### src/rtl/div_pkg.sv
// Shared types and sizing for the sequential restoring divider.
package div_pkg;

    typedef enum logic [1:0] {
        IDLE = 2'd0,
        DIV  = 2'd1,
        DONE = 2'd2
    } state_t;

    localparam int unsigned N_DEFAULT = 256;
    localparam int unsigned CNT_W     = $clog2(N_DEFAULT) + 1;

    function automatic int unsigned cnt_width(input int unsigned n);
        return $clog2(n) + 1;
    endfunction

endpackage

### src/rtl/div_step.sv
// One restoring-division iteration: shift in the next dividend bit, trial-subtract.
module div_step
#(
    parameter int unsigned N = 256
)
(
    input  logic [N:0]   r,
    input  logic [N-1:0] d,
    input  logic [N-1:0] b,
    output logic [N:0]   r_next,
    output logic [N-1:0] d_next,
    output logic         qbit
);

    logic [N:0] w_shift;
    logic [N:0] w_diff;

    always_comb begin
        w_shift = {r[N-1:0], d[N-1]};
        w_diff  = w_shift - {1'b0, b};
        qbit    = (w_shift >= {1'b0, b});
        r_next  = qbit ? w_diff : w_shift;
        d_next  = {d[N-2:0], qbit};
    end

endmodule

### src/rtl/div_seq.sv
// Sequential radix-2 restoring divider, one quotient bit per clock.
// Define SIGNED_DIV_EN for two's-complement operands (truncating division).
module div_seq
    import div_pkg::*;
#(
    parameter int unsigned N = 256
)
(
    input  logic         clk,
    input  logic         rst,
    input  logic         start,
    input  logic [N-1:0] a,
    input  logic [N-1:0] b,
    output logic [N-1:0] quot,
    output logic [N-1:0] rem,
    output logic         busy,
    output logic         data_rdy,
    output logic         div_by_zero,
    output logic [1:0]   state
);

    localparam int unsigned CNT_W_L = (N == N_DEFAULT) ? CNT_W : cnt_width(N);

    state_t             r_state;
    state_t             w_state_next;
    logic [N-1:0]       r_d;
    logic [N:0]         r_r;
    logic [N-1:0]       r_b;
    logic [CNT_W_L-1:0] r_cnt;
    logic [N-1:0]       r_quot;
    logic [N-1:0]       r_rem;
    logic               r_rdy;
    logic               r_dbz;

    logic               w_accept;
    logic               w_last;
    logic [N-1:0]       w_a_mag;
    logic [N-1:0]       w_b_mag;
    logic [N:0]         w_r_next;
    logic [N-1:0]       w_d_next;
    logic               w_qbit;
    logic [N-1:0]       w_quot_fix;
    logic [N-1:0]       w_rem_fix;
    logic [N-1:0]       w_zero_rem;

    assign w_accept = (r_state == IDLE) && start;
    assign w_last   = (r_cnt == CNT_W_L'(N - 1));

`ifdef SIGNED_DIV_EN
    logic r_neg_q;
    logic r_neg_r;

    // Divide magnitudes; signs are restored in DONE so latency matches unsigned.
    assign w_a_mag    = a[N-1] ? -a : a;
    assign w_b_mag    = b[N-1] ? -b : b;
    assign w_quot_fix = r_neg_q ? -r_d : r_d;
    assign w_rem_fix  = r_neg_r ? -r_r[N-1:0] : r_r[N-1:0];
    assign w_zero_rem = r_neg_r ? -r_d : r_d;

    always_ff @(posedge clk or negedge rst) begin
        if (!rst) begin
            r_neg_q <= 1'b0;
            r_neg_r <= 1'b0;
        end else if (w_accept) begin
            r_neg_q <= a[N-1] ^ b[N-1];
            r_neg_r <= a[N-1];
        end
    end
`else
    assign w_a_mag    = a;
    assign w_b_mag    = b;
    assign w_quot_fix = r_d;
    assign w_rem_fix  = r_r[N-1:0];
    assign w_zero_rem = r_d;
`endif

    div_step #(.N(N)) u_step (
        .r      (r_r),
        .d      (r_d),
        .b      (r_b),
        .r_next (w_r_next),
        .d_next (w_d_next),
        .qbit   (w_qbit)
    );

    always_ff @(posedge clk or negedge rst) begin
        if (!rst) begin
            r_state <= IDLE;
        end else begin
            r_state <= w_state_next;
        end
    end

    always_comb begin
        w_state_next = r_state;
        case (r_state)
            IDLE: if (start) w_state_next = (b == '0) ? DONE : DIV;
            DIV:  if (w_last) w_state_next = DONE;
            DONE: w_state_next = IDLE;
            default: w_state_next = IDLE;
        endcase
    end

    always_comb begin
        busy = (r_state == DIV) || (r_state == DONE);
    end

    always_ff @(posedge clk or negedge rst) begin
        if (!rst) begin
            r_d    <= '0;
            r_r    <= '0;
            r_b    <= '0;
            r_cnt  <= '0;
            r_quot <= '0;
            r_rem  <= '0;
            r_rdy  <= 1'b0;
            r_dbz  <= 1'b0;
        end else begin
            case (r_state)
                IDLE: begin
                    if (start) begin
                        r_d   <= w_a_mag;
                        r_b   <= w_b_mag;
                        r_r   <= '0;
                        r_cnt <= '0;
                        r_rdy <= 1'b0;
                        r_dbz <= 1'b0;
                    end
                end
                DIV: begin
                    r_r   <= w_r_next;
                    r_d   <= w_d_next;
                    r_cnt <= r_cnt + CNT_W_L'(1);
                end
                DONE: begin
                    r_rdy <= 1'b1;
                    if (r_b == '0) begin
                        r_quot <= '1;
                        r_rem  <= w_zero_rem;
                        r_dbz  <= 1'b1;
                    end else begin
                        r_quot <= w_quot_fix;
                        r_rem  <= w_rem_fix;
                    end
                end
                default: ;
            endcase
        end
    end

    assign quot        = r_quot;
    assign rem         = r_rem;
    assign data_rdy    = r_rdy;
    assign div_by_zero = r_dbz;
    assign state       = r_state;

endmodule

### config.mk
export PLATFORM = sky130hd
export DESIGN_NAME = div_seq
export DESIGN_NICKNAME = d
export VERILOG_FILES = /design/src/rtl/div_pkg.sv /design/src/rtl/div_step.sv /design/src/rtl/div_seq.sv
export SDC_FILE = /design/constraint.sdc
export NUM_CORES = 2
export LEC_CHECK = 0
export CORE_MARGIN = 4
export CORE_UTILIZATION = 30
export DETAILED_ROUTE_END_ITERATION = 6
export DONT_BUFFER_PORTS = 1
export GPL_TIMING_DRIVEN = 0
export SLEW_MARGIN = 20
export SYNTH_ARGS = -nofsm -noshare
export SYNTH_HDL_FRONTEND = slang
export SYNTH_HIERARCHICAL = 1
export SYNTH_SLANG_ARGS = --single-unit
export TNS_END_PERCENT = 1
### constraint.sdc
create_clock -name clk -period 9.7 [get_ports clk]
set_input_delay 2.91 -clock clk [delete_from_list [all_inputs] [get_ports clk]]
set_output_delay 2.91 -clock clk [all_outputs]
set_load 0.02 [all_outputs]
**After elaboration in Yosys (flattened, before gate mapping)**

Index checks and enable logic that the tools add are counted.

- Register bits after elaboration: 1293
- Input bits: 515
- Output and inout port bits: 517
- Word-level logic and storage cells: 46

- $add $sub $neg: 2
- Order comparisons: 1
- Equality and inequality tests: 6
- Multiplexer cells: 17
- Reductions and logical operators: 11

Operators by type and width:

| kind | count |
|---|---|
| $mux W256 | 5 |
| $pmux W256 S2 | 2 |
| $logic_not A256 Y1 | 2 |
| $ge A257 B256 Y1 | 1 |
| $sub A256 B256 Y256 | 1 |
| $pmux W9 S2 | 1 |
| $add A9 B1 Y9 const B | 1 |
| $eq A9 B8 Y1 const B | 1 |
| $mux W9 | 1 |
| $reduce_and A2 Y1 | 4 |
| $mux W2 | 3 |
| $ne A2 B2 Y1 const B | 2 |
| $pmux W1 S2 | 2 |
| $pmux W2 S2 | 1 |
| $reduce_bool A2 Y1 | 2 |
| $reduce_and A3 Y1 | 1 |
| $eq A2 B1 Y1 const B | 1 |
| $eq A2 B2 Y1 const B | 1 |
| $logic_not A2 Y1 | 1 |
| $mux W1 | 2 |
| $ne A2 B1 Y1 const B | 1 |
| $logic_or A1 B1 Y1 | 1 |

**Logic depth before layout (Yosys ltp)**

- Depth after elaboration: 4
- Depth in mapped cells: 20

**Cells and area by module**

The synthesis kept the hierarchy.

By module, submodules not included:

| module | times used | cells an instance | area each (µm²) | sequential area each (µm²) |
|---|---|---|---|---|
| div_seq | 1 | 4964 | 53213.5 | 32381.1 |
| div_step | 1 | 4318 | 25263.0 | 0.0 |

**Worst setup path before layout**

No wires, ideal clock.

- Path kind: input to register
- Start: in start
- End: reg r_d[217]
- Data arrival time: 4.157 ns
- Path slack: 5.407 ns
- Stages: 6
- Path buffers: 3
- Cells stage by stage: nand2_1 -> o21a_1 -> clkbuf_1 -> clkbuf_1 -> clkbuf_1 -> o21ai_0

- Cells in the longest elaborated chain, start to end: 2

RTL lines:

| what | line | text |
|---|---|---|
| from (decl) | div_seq.sv:11 | `input logic start,` |
| $ne A2 B2 Y1 (no line) | n/a |  |
| $reduce_and A2 Y1 (no line) | n/a |  |
| to (signal assigned) | div_seq.sv:122 | `r_d <= w_a_mag;` |
| to (signal assigned) | div_seq.sv:132 | `r_d <= w_d_next;` |
| to (decl) | div_seq.sv:26 | `logic [N-1:0] r_d;` |

Every way passes these cells.
A chain may end at the register's enable or synchronous reset.

**Worst setup path in the final report**

- Start: reg r_b[64]
- End: reg r_r[221]

- Cells in the longest elaborated chain, start to end: 3
- Elaborated cells between the ends (all ways): 4

RTL lines:

| what | line | text |
|---|---|---|
| from (decl) | div_seq.sv:28 | `logic [N-1:0] r_b;` |
| from (signal assigned) | div_seq.sv:123 | `r_b <= w_b_mag;` |
| $sub A256 B256 Y256 / $ge A257 B256 Y1 (equally long branches) | div_step.sv:20, div_step.sv:21 |  |
| $mux W256 (*) | div_step.sv:22 | `r_next = qbit ? w_diff : w_shift;` |
| net w_r_next[221] | div_seq.sv:39 | `logic [N:0] w_r_next;` |
| $pmux W256 S2 (*) | div_seq.sv:119 | `case (r_state)` |
| to (signal assigned) | div_seq.sv:131 | `r_r <= w_r_next;` |
| to (decl) | div_seq.sv:27 | `logic [N:0] r_r;` |

The timed path passes the listed nets; every way through them passes the cells marked *.

==> run summary <==
status = complete, but fails checks
violated checks = design-rule violations
I/O Buffers = 0
vias in the first global route = 68,400
worst r2r src = r_b[64]
number of remaining DRC errors = 3
Worst Skew = 0.0506 ns
worst path arrival time = 7.50 ns
via/cell ratio = 5.46
H-tree depth = 4
CTS tree = yes
Worst EP required = 10.45 ns
max-cap viol count = 0
Hold WS = 0.529 ns
hold depth = 1
Area growth, synth to finish = 13.6%
post-CTS sizing = 0
Finished Layout Cells = 13,000
Worst Setup Start Kind = register
share of layout cells above drive strength 1 = 0.108
Remaining Overflow, GRT = 0
commonest non-fill, non-tap cell in the layout = nand2_1
post-place setup slack = 2.92 ns
RSZ-0062 raised after global routing = no
Antenna Nets Post-Route = 0
effective utilization at floorplan = 0.302
Final Hold Fails = 0
worst r2r dst = r_r[221]
largest net degree at the start of global routing = 219
fmax = 0.148 GHz
cts bufs inserted = 150
GP Congestion = 1.01
relative slew slack = 0.179
min Tclk post-route = 6.74 ns
Final TNS setup = 0 ns
total track usage = 0.258
post-detail-place hpwl = 296,000 um
Peak supply drop = 213 uV
Bufs on Longest Clock Path = 3
Post CTS Setup Buffer Count = 0
clock slew at the register clock pins of the worst setup and hold paths = 0.06 ns
Root Buffer Master = clkbuf_16
Slew @ Worst Pin = 1.22 ns
R2R cell count = 18
kind of critical path = reg2reg
Worst Path Max Fanout = 9
1st-iter DRT viols = 6,803
WL final = 362,000 um
placed cells = 12,700
I/O Pins = 1,032
Worst setup EP type = register
Synth Net Count = 10,000
post-DR wirelength/cell = 27.7 um
FP Rows = 187
Hold EP = r_cnt[0]
setup violators final = 0
chip width = 519 um
power density over the cells = 318 mW/mm2
Final WS setup = 2.96 ns
r2r setup slk = 2.96 ns
Mean Syn Cell Area = 8.45 um2
Vias = 71,200
Hold Crit Start = r_cnt[0]
Ys Warns = 6
fin crit share = 0.695
most frequent cells in the layout = nand2_1, dfrtp_1, nor2_1, a21oi_1, o21ai_0
Skew-Pair Late Insertion Delay = 0.86 ns
Hold Path Class = reg2reg
initial antenna violation count = 71
Synth Instances = 9,270
first-pass GRT wire length = 510,000 um
P_leak = 37.4 nW
Die Footprint = 0.269 mm2
# clock sinks = 1,293
Core Region = 0.260 mm2
Cell Area, Synth = 0.0784 mm2
CTS Hold Bufs = 0
Slew Limit Fails = 0
router iterations before antenna repair = 7
die height = 519 um
Layout Nets = 10,200
routing by layer:
layer | vias up | wire (um) | track usage
li1 | 32700 | - | -
met1 | 35000 | 155000 | 0.342
met2 | 2916 | 154000 | 0.381
met3 | 606 | 30900 | 0.0676
met4 | 22 | 22400 | 0.143
met5 | - | 149 | 0
area by class of cell:
cell class                 instances  area (um2)
antenna                           70         175
buffer                           829        4600
clock buffer                     206        4270
clock inverter                    62         973
fill                           27300      171000
inverter                         376        1410
multi-input combinational       6772       40200
sequential                      1293       32400
tap                             3402        4260
timing repair buffer              39         807
worst max path at each step:
| stage | from | end | slack (ns) | cells past startpoint |
|---|---|---|---|---|
| CTS | r_r[117] | r_r[199] | 2.99 | 18 |
| finish | r_b[64] | r_r[221] | 2.96 | 18 |
| detailed placement | start | r_d[246] | 2.92 | 8 |
| global route | r_b[65] | r_r[221] | 2.97 | 18 |
| floorplan | start | r_d[217] | 5.41 | 6 |
| global placement | start | r_d[6] | 1.26 | 7 |
state kept, by name (all words and copies together), names as in the netlist:
| name | count |
|---|---|
| r_b | 256 |
| r_r | 256 |
| data_rdy | 1 |
| r_d | 256 |
| div_by_zero | 1 |
| r_cnt | 9 |
| rem | 256 |
| state | 2 |
| quot | 256 |
worst max-delay path, cell delays in order (launching register included):
cell	delay, ns
dfrtp_1	0.39
inv_1	0.12
ha_1	0.29
clkbuf_1	0.30
nand2_1	0.14
nor4_1	0.93
nand2_1	0.17
nor4_1	0.31
nand2_1	0.22
a21oi_1	0.76
o211ai_1	0.35
a2111oi_1	0.43
clkdlybuf4s18_2	0.34
nor2_1	0.15
o41ai_1	0.87
a21oi_1	0.28
xnor2_1	0.26
o21ai_0	0.11
a22o_1	0.22
stage by stage:
step / total power [W] / utilization / area, um2
after CTS: 0.0284 / 0.342 / 88800
after global placement: 0.0217 / 0.318 / 82600
after floorplan: 0.0178 / - / 78400
after detailed placement: 0.0222 / 0.322 / 83600
final: 0.0283 / 0.343 / 89000
after global routing: 0.0300 / 0.343 / 89000
report_power, final:
part	total, W	leakage, nW	internal [W]	switching (W)
Clock	0.00609	2.55	0.00352	0.00257
Sequential	0.0116	15.8	0.00761	0.00395
Combinational	0.0107	19.0	0.00399	0.00669
Total	0.0283	37.4	0.0151	0.0132
No activity file was read; power rests on OpenSTA's default activity.
